File: src/rtl/exc_cp0.sv
// exc_cp0: exception select/commit and CP0 register file (optional TIMER_INT_EN adds Count/Compare timer)
module exc_cp0 #(
    parameter logic [31:0] EXC_VECTOR = 32'hBFC00380,
    parameter logic [31:0] PRID_VALUE = 32'h00004220
) (
    input  logic        clk,
    input  logic        rst,
    input  logic        adelM,
    input  logic        adesM,
    input  logic [31:0] addrsM,
    input  logic [31:0] pcM,
    input  logic        is_in_delayslotM,
    input  logic        syscallM,
    input  logic        breakM,
    input  logic        eretM,
    input  logic        riM,
    input  logic        overflowM,
    input  logic [5:0]  int_i,
    input  logic        we_i,
    input  logic [4:0]  waddr_i,
    input  logic [31:0] wdata_i,
    input  logic [4:0]  raddr_i,
    output logic [31:0] rdata_o,
    output logic        flush_o,
    output logic [31:0] newpc_o,
    output logic [4:0]  excepttype_o,
    output logic [31:0] status_o,
    output logic [31:0] cause_o,
    output logic [31:0] epc_o
);
    logic [7:0]  im;
    logic        exl, ie, bd;
    logic [4:0]  excCode;
    logic [5:0]  ipHw;
    logic [1:0]  ipSw;
    logic [31:0] epc, badVAddr, count, compare;
    logic        timerInt, intPend, misalign, isExc, selAddrErr;
    logic [4:0]  selCode;
    logic        wrStatus, wrCause, wrEpc;

    assign wrStatus = we_i && waddr_i == 5'd12;
    assign wrCause  = we_i && waddr_i == 5'd13;
    assign wrEpc    = we_i && waddr_i == 5'd14;
    assign status_o = {9'b0, 1'b1, 6'b0, im, 6'b0, exl, ie};
    assign cause_o  = {bd, 15'b0, ipHw, ipSw, 1'b0, excCode, 2'b0};
    assign epc_o    = epc;
    assign intPend  = ie & ~exl & |({ipHw, ipSw} & im);
    assign misalign = pcM[1:0] != 2'b00;

    // priority select of the exception source and redirect target
    always_comb begin
        selCode = intPend ? 5'h00 : misalign ? 5'h04 : riM ? 5'h0A : overflowM ? 5'h0C :
                  syscallM ? 5'h08 : breakM ? 5'h09 : adelM ? 5'h04 : adesM ? 5'h05 : 5'h1F;
        isExc = intPend | misalign | riM | overflowM | syscallM | breakM | adelM | adesM;
        selAddrErr = ~(intPend | misalign | riM | overflowM | syscallM | breakM) & (adelM | adesM);
        flush_o = isExc | eretM;
        excepttype_o = flush_o ? selCode : 5'h00;
        newpc_o = isExc ? EXC_VECTOR : epc;
    end

    // mfc0 read mux, no bypass of same-cycle writes
    always_comb begin
        rdata_o = 32'h0;
        case (raddr_i)
            5'd8:  rdata_o = badVAddr;
            5'd9:  rdata_o = count;
            5'd11: rdata_o = compare;
            5'd12: rdata_o = status_o;
            5'd13: rdata_o = cause_o;
            5'd14: rdata_o = epc;
            5'd15: rdata_o = PRID_VALUE;
            default: rdata_o = 32'h0;
        endcase
    end

    // mtc0 writes first, exception/eret updates override the fields they touch
    always_ff @(posedge clk) begin
        if (rst) begin
            im <= 8'h0;
            exl <= 1'b0;
            ie <= 1'b0;
            bd <= 1'b0;
            excCode <= 5'h0;
            ipHw <= 6'h0;
            ipSw <= 2'h0;
            epc <= 32'h0;
            badVAddr <= 32'h0;
        end else begin
            ipHw <= {int_i[5] | timerInt, int_i[4:0]};
            if (wrCause) ipSw <= wdata_i[9:8];
            if (wrEpc) epc <= wdata_i;
            if (wrStatus) begin
                im <= wdata_i[15:8];
                exl <= wdata_i[1];
                ie <= wdata_i[0];
            end
            if (isExc) begin
                excCode <= selCode;
                exl <= 1'b1;
                if (!exl) begin
                    epc <= is_in_delayslotM ? pcM - 32'd4 : pcM;
                    bd <= is_in_delayslotM;
                end
                if (selCode == 5'h04 && misalign && !intPend) badVAddr <= pcM;
                else if (selAddrErr) badVAddr <= addrsM;
            end else if (eretM) begin
                exl <= 1'b0;
            end
        end
    end

`ifdef TIMER_INT_EN
    logic tick;
    logic wrCount, wrCompare;
    assign wrCount   = we_i && waddr_i == 5'd9;
    assign wrCompare = we_i && waddr_i == 5'd11;

    // Count advances every other cycle; timer latches on match until Compare is rewritten
    always_ff @(posedge clk) begin
        if (rst) begin
            tick <= 1'b0;
            count <= 32'h0;
            compare <= 32'h0;
            timerInt <= 1'b0;
        end else begin
            tick <= ~tick;
            count <= wrCount ? wdata_i : count + {31'b0, tick};
            if (wrCompare) compare <= wdata_i;
            timerInt <= wrCompare ? 1'b0 : timerInt | (count == compare && compare != 32'h0);
        end
    end
`else
    assign count    = 32'h0;
    assign compare  = 32'h0;
    assign timerInt = 1'b0;
`endif
endmodule
File: config.mk
export PLATFORM = sky130hd
export DESIGN_NAME = exc_cp0
export DESIGN_NICKNAME = d
export VERILOG_FILES = /design/src/rtl/exc_cp0.sv
export SDC_FILE = /design/constraint.sdc
export NUM_CORES = 1
export LEC_CHECK = 0
export ABC_AREA = 1
export CAP_MARGIN = 20
export CORE_MARGIN = 5
export CORE_UTILIZATION = 46
export CTS_BUF_LIST = sky130_fd_sc_hd__clkbuf_16
export DETAILED_ROUTE_END_ITERATION = 10
export HOLD_SLACK_MARGIN = 0.03
export PLACE_DENSITY = 0.88
export SETUP_SLACK_MARGIN = 0.2
export SLEW_MARGIN = 5
export SYNTH_ARGS = -nofsm -noshare
export SYNTH_HDL_FRONTEND = slang
export SYNTH_SLANG_ARGS = --single-unit
export TNS_END_PERCENT = 20
File: constraint.sdc
create_clock -name clk -period 5.8 [get_ports clk]
set_input_delay 1.74 -clock clk [delete_from_list [all_inputs] [get_ports clk]]
set_output_delay 1.74 -clock clk [all_outputs]
set_load 0.02 [all_outputs]
Word level (Yosys, flattened, before mapping). Index checks and enable logic that the tools add are counted.

Logic and storage cells: 66. Bits of input ports: 123. Bits in registers: 88. Output and inout bits: 166.

Multiplexer cells: 20. Equality and inequality tests: 9. Add/subtract/negate cells: 1. Bitwise operators: 15. Reduce and logical (&&, ||, !) cells: 12.

Operators with widths (number): two-way mux 32 bit (7); case mux 32 bit (5 select lines) (1); two-way mux 5 bit (9); == test 5 x 4 -> 1 bit (second input constant) (8); subtractor 32 x 3 -> 32 bit (second input constant) (1); OR 1 bit (9); bitwise AND 8 bit (1); OR reduction 8 bit (1); == test 5 x 3 -> 1 bit (second input constant) (1); logical AND 1 bit (5); AND reduction 2 bit (2); nonzero test 2 bit (2); bitwise AND 1 bit (3); two-way mux 1 bit (3); nonzero test 3 bit (1); NOT 1 bit (2); zero test 1 bit (1).

Depth between registers and ports, before layout. Gate-level depths: netlist (run 1).

Depth after elaboration: 13. Depth in mapped cells: 12. Gate-level depth less buffers: 11.

Least setup slack after synthesis (run 1). Ideal clock, no wire load.

Path kind: input-to-output. Start: input port raddr_i[3]. End: output port rdata_o[17]. Setup slack: 1.160 ns. Path buffers: 1. Arrival time: 2.900 ns. Cell stages on the path: 7. Data required time: 4.060 ns. Path through: inv_1 > nor2_1 > nand2_1 > nor2_1 > nand2_1 > clkbuf_1 > o21ai_0.

Cells in the longest elaborated chain, start to end: 2. Elaborated cells on any way between the ends: 6. Those cells by class: eq/ne (5); mux (1).

Ends and longest elaborated chain: start, declared (RTL line 22) `input logic [4:0] raddr_i,`; == test 5 x 4 -> 1 bit (RTL line 64) `case (raddr_i)`; case mux 32 bit (5 select lines) (*) (RTL line 64); end, declared (RTL line 23) `output logic [31:0] rdata_o,`.

Mark *: on every way between the ends. The rest lies on a longest branch, timed or not.

Worst setup path in the final report (run 1).
Start: input port raddr_i[3]. End: output port rdata_o[11].

Same word-level chain as after synthesis.

==> out/results.txt, run 1 <==
clock sinks - 88
Cell Area, Synth - 6210 sq um
#FFs+latches synth - 88
Die Footprint - 15900 sq um
post-route cell area - 8830 sq um
ant diodes - 0
Max Cap Viol - 0
hold_sp - excCode[4]
crit path max-delay cell type - clkdlybuf4s50_1
Final period util - 97.5%
Gate power share - 25.7%
CP required - 4.06 ns
crit-path max FO - 27
slew margin rel. - 37.1%
std cell rows - 42
Clock power frac - 32.9%
total gr overflow - 0
switch share - 31.8%
area share of the largest cell type after synthesis - 28.4%
Crit Reg-Reg Endpoint - epc_o[21]
Final Max Tran Viols - 0
IO Pins - 289
clk_lat worst skew - 0.34 ns
clock skew - 0.00409 ns
Finish-stage setup viols - 0
maximum VDD drop - 0.000144 V
largest net degree at the start of global routing - 61
IO Port Bufs - 248
first-pass GRT wire length - 36100 um
Syn. warnings - 0
drt total wl - 23900 um
complex-gate fraction of the synthesized area - 17.9%
min-delay worst type - register to register
Initial DRC Count - 775
Final min period - 5.65 ns
root buf cell - clkbuf_16
main combinational cell family by area after synthesis - simple AND/OR/NAND/NOR gates
CTS tree - built
reg2reg start - ipHw[5]
Final Net Count - 1336
Final Non-Filler Cells - 1393
Adder-Cell Fraction of Synth Area - 0.201%
Largest delay share family, worst path - buffers and inverters
Cells after Synth - 995
RSZ-0062 raised after global routing - true
worst r2r path cells - 8
CTS max path bufs - 2
routability cong. - 0.929
R2R setup slack - 3.27 ns
FF/Latch Area - 1760 sq um
top cells by count, synth - nand2_1 (210), inv_1 (147), nor2_1 (115)
Slew @ Worst Pin - 0.941 ns
area leader, netlist - dfxtp_1
Synth Flop Type - dfxtp_1
Synth Area in Simple Gates - 33.1%
Synth cell types - 44
Worst Hold End - excCode[4]
Crit path arrival time - 3.91 ns
Die Width - 126 um
DP HPWL - 18600 um
Synth Area in XOR/XNOR - 1.55%
Overall Global Routing Usage - 28.3%
register area share after synthesis - 28.4%
Worst Setup End Kind - output pin
leakage - 4.11 nW
vias per inst - 5.24
DP Area - 8550 sq um
Num CTS Buffers - 9
outcome - finished, final reports clean
Hold Crit Depth - 2
Initial Utilization - 46.9%
number of global-route vias before repair - 6691
number of synthesized flops with an enable pin - 0
critical path class - primary input to output pin
worst setup path startpoint - raddr_i[3]
Seq pwr share - 41.3%
CP Launch Type - primary input
fraction of layout cells with a size suffix above 1 - 6.33%
fillers - 1148
post-synthesis mux area share - 0%
syn avg cell area - 6.24 sq um
ys async rst share - 0%
Worst path max stage delay - 0.63 ns
synth top area cells - dfxtp_1 (28%), nand2_1 (13%), inv_1 (8.9%)
CTS H-tree lvls - 3
Buf+Inv Stages, Crit Path - 4
Power Dens Cells - 184 nW/um^2
hold_buf cts - 0
Vias - 7300
Setup TNS - 0 ns
Critical Path, Cell by Cell - clkdlybuf4s50_1 > inv_1 > nor2_1 > nand2_1 > nor2_1 > nand2_1 > buf_12 > o211ai_1 > clkdlybuf4s50_1
top achievable clock speed - 0.177 GHz
post-route antenna net violation count - 0
dpl cells - 1377
synth-to-layout area growth - 42.1%
core area - 13200 sq um
Multi-input gate area - 3420 sq um
Routed WL per cell - 17.1 um
Clock transition at path regs - 0.06 ns
Final Hold Viols - 0
count leader, synth - nand2_1
cell internal pwr - 0.00111 W
TritonRoute pass-1 iters - 6
Sw Pwr - 0.000517 W
Die Y - 126 um
antenna violations before repair - 0
residual DRC count - 0
registers in the layout (all words and copies together) (netlist names):
| register | flops |
|---|---|
| exl | 1 |
| ipHw | 6 |
| epc_o | 32 |
| ie | 1 |
| im | 8 |
| ipSw | 2 |
| badVAddr | 32 |
| bd | 1 |
| excCode | 5 |
through the flow:
| stage | util, % | power, W | hold WS [ns] | setup WS, ns |
|---|---|---|---|---|
| after detailed placement | 64.5 | 0.00110 | 0.461 | 0.104 |
| after global placement | 64.5 | 0.00109 | 0.455 | 0.199 |
| after global routing | 66.7 | 0.00169 | 0.507 | 0.0646 |
| after floorplan | - | 0.000915 | 0.465 | 1.16 |
| final | 66.7 | 0.00163 | 0.482 | 0.148 |
| after CTS | 66.5 | 0.00162 | 0.475 | 0.125 |
routing by layer:
metal	share of wire, %	wire [um]	global-route usage, %	up-vias
met5	0	0	0	-
met4	3.6	847	11.9	0
met3	9.5	2260	5.25	72
met2	46	11100	46.6	409
met1	41	9660	36.5	3307
li1	-	-	-	3512
cell type report:
type / count / area share [%]
multi-input combinational: 703 / 38.8
sequential: 88 / 20.0
inverter: 153 / 6.53
tap: 176 / 2.49
clock buffer: 9 / 2.55
clock inverter: 7 / 0.454
timing repair buffer: 257 / 29.2
what timing repair did:
action / 4_1_cts / 5_1_grt
gates cloned: 0 / 0
pin swaps: 0 / 0
gates resized for setup: 4 / 9
setup endpoints to repair: 21 / 49
buffers inserted: 0 / 0
power by group through the flow:
stage / combinational (W) / clock [W] / sequential (W)
finish: 0.000419 / 0.000536 / 0.000673
global route: 0.000454 / 0.000563 / 0.000676
CTS: 0.000415 / 0.000535 / 0.000672
detailed placement: 0.000413 / 0 / 0.000685
global placement: 0.000407 / 0 / 0.000684
floorplan: 0.000213 / 0 / 0.000702
cells in the final DEF, fill, tap and decap left out, types with 3 or more instances in the layout:
cell type        netlist  routed
xor2_1                 8       8
dlygate4sd2_1          0       4
o21ai_0               97      97
and2_1                 3       3
o221ai_1               5       5
nand4_1               14      14
dfxtp_1               88      88
dlymetal6s2s_1         0       9
o21ai_1                8       8
nand3_2                7       7
nor2_2                11      11
nand2_2                9       9
nand3b_1               3       3
nand2_4                3       3
a22oi_1                5       5
nor2_1               115     115
xnor2_1                3       3
clkbuf_16              0       9
nor2_4                11      11
nand2_1              210     210
conb_1                 2      40
a21oi_1               62      62
inv_1                147     148
o211ai_1               7       7
inv_2                  5       5
nand3_1               44      44
buf_4                 49       8
o21bai_1               3       3
o22ai_1               12      12
clkdlybuf4s50_1        0     235
clkinv_2               0       3
nor3_1                10      10
worst reg2reg max path, stage by stage, from the launching register on:
cell,delay [ns]
dfxtp_1,0.41
nand2_1,0.08
nand2_1,0.08
nor2_1,0.05
nand2_1,0.14
nand2_4,0.22
a21oi_4,0.82
nand3_1,0.36
and2_1,0.27
how the worst max path moves through the flow:
stage                   to  slack, ns  depth (start not counted)
3_5_place_dp   rdata_o[31]       0.10                          9
6_report       rdata_o[11]       0.15                          9
3_3_place_gp   rdata_o[15]       0.20                          8
5_1_grt        rdata_o[11]       0.06                          9
4_1_cts        rdata_o[22]       0.13                          9
2_1_floorplan  rdata_o[17]       1.16                          7
kinds of logic (layout without fill, tap and decap cells):
logic type,after synthesis,in the layout
AO/OA/AOI/OAI,203,203
XOR/XNOR,11,11
adder cells (fa/ha/maj),1,1
buffers and inverters,242,426
flip-flops,88,88
other,2,40
AND/OR/NAND/NOR,448,448
Power figures use the tool's default switching activity.
==> inputs of run 2 (changes only) <==
--- a/config.mk
+++ b/config.mk
@@ -14,7 +14,7 @@
 export HOLD_SLACK_MARGIN = 0.03
 export PLACE_DENSITY = 0.88
 export SETUP_SLACK_MARGIN = 0.2
-export SLEW_MARGIN = 5
+export SLEW_MARGIN = 20
 export SYNTH_ARGS = -nofsm -noshare
 export SYNTH_HDL_FRONTEND = slang
 export SYNTH_SLANG_ARGS = --single-unit
==> results of run 2 <==
Same layout as run 1: the final DEF is identical, and so are final timing and power.
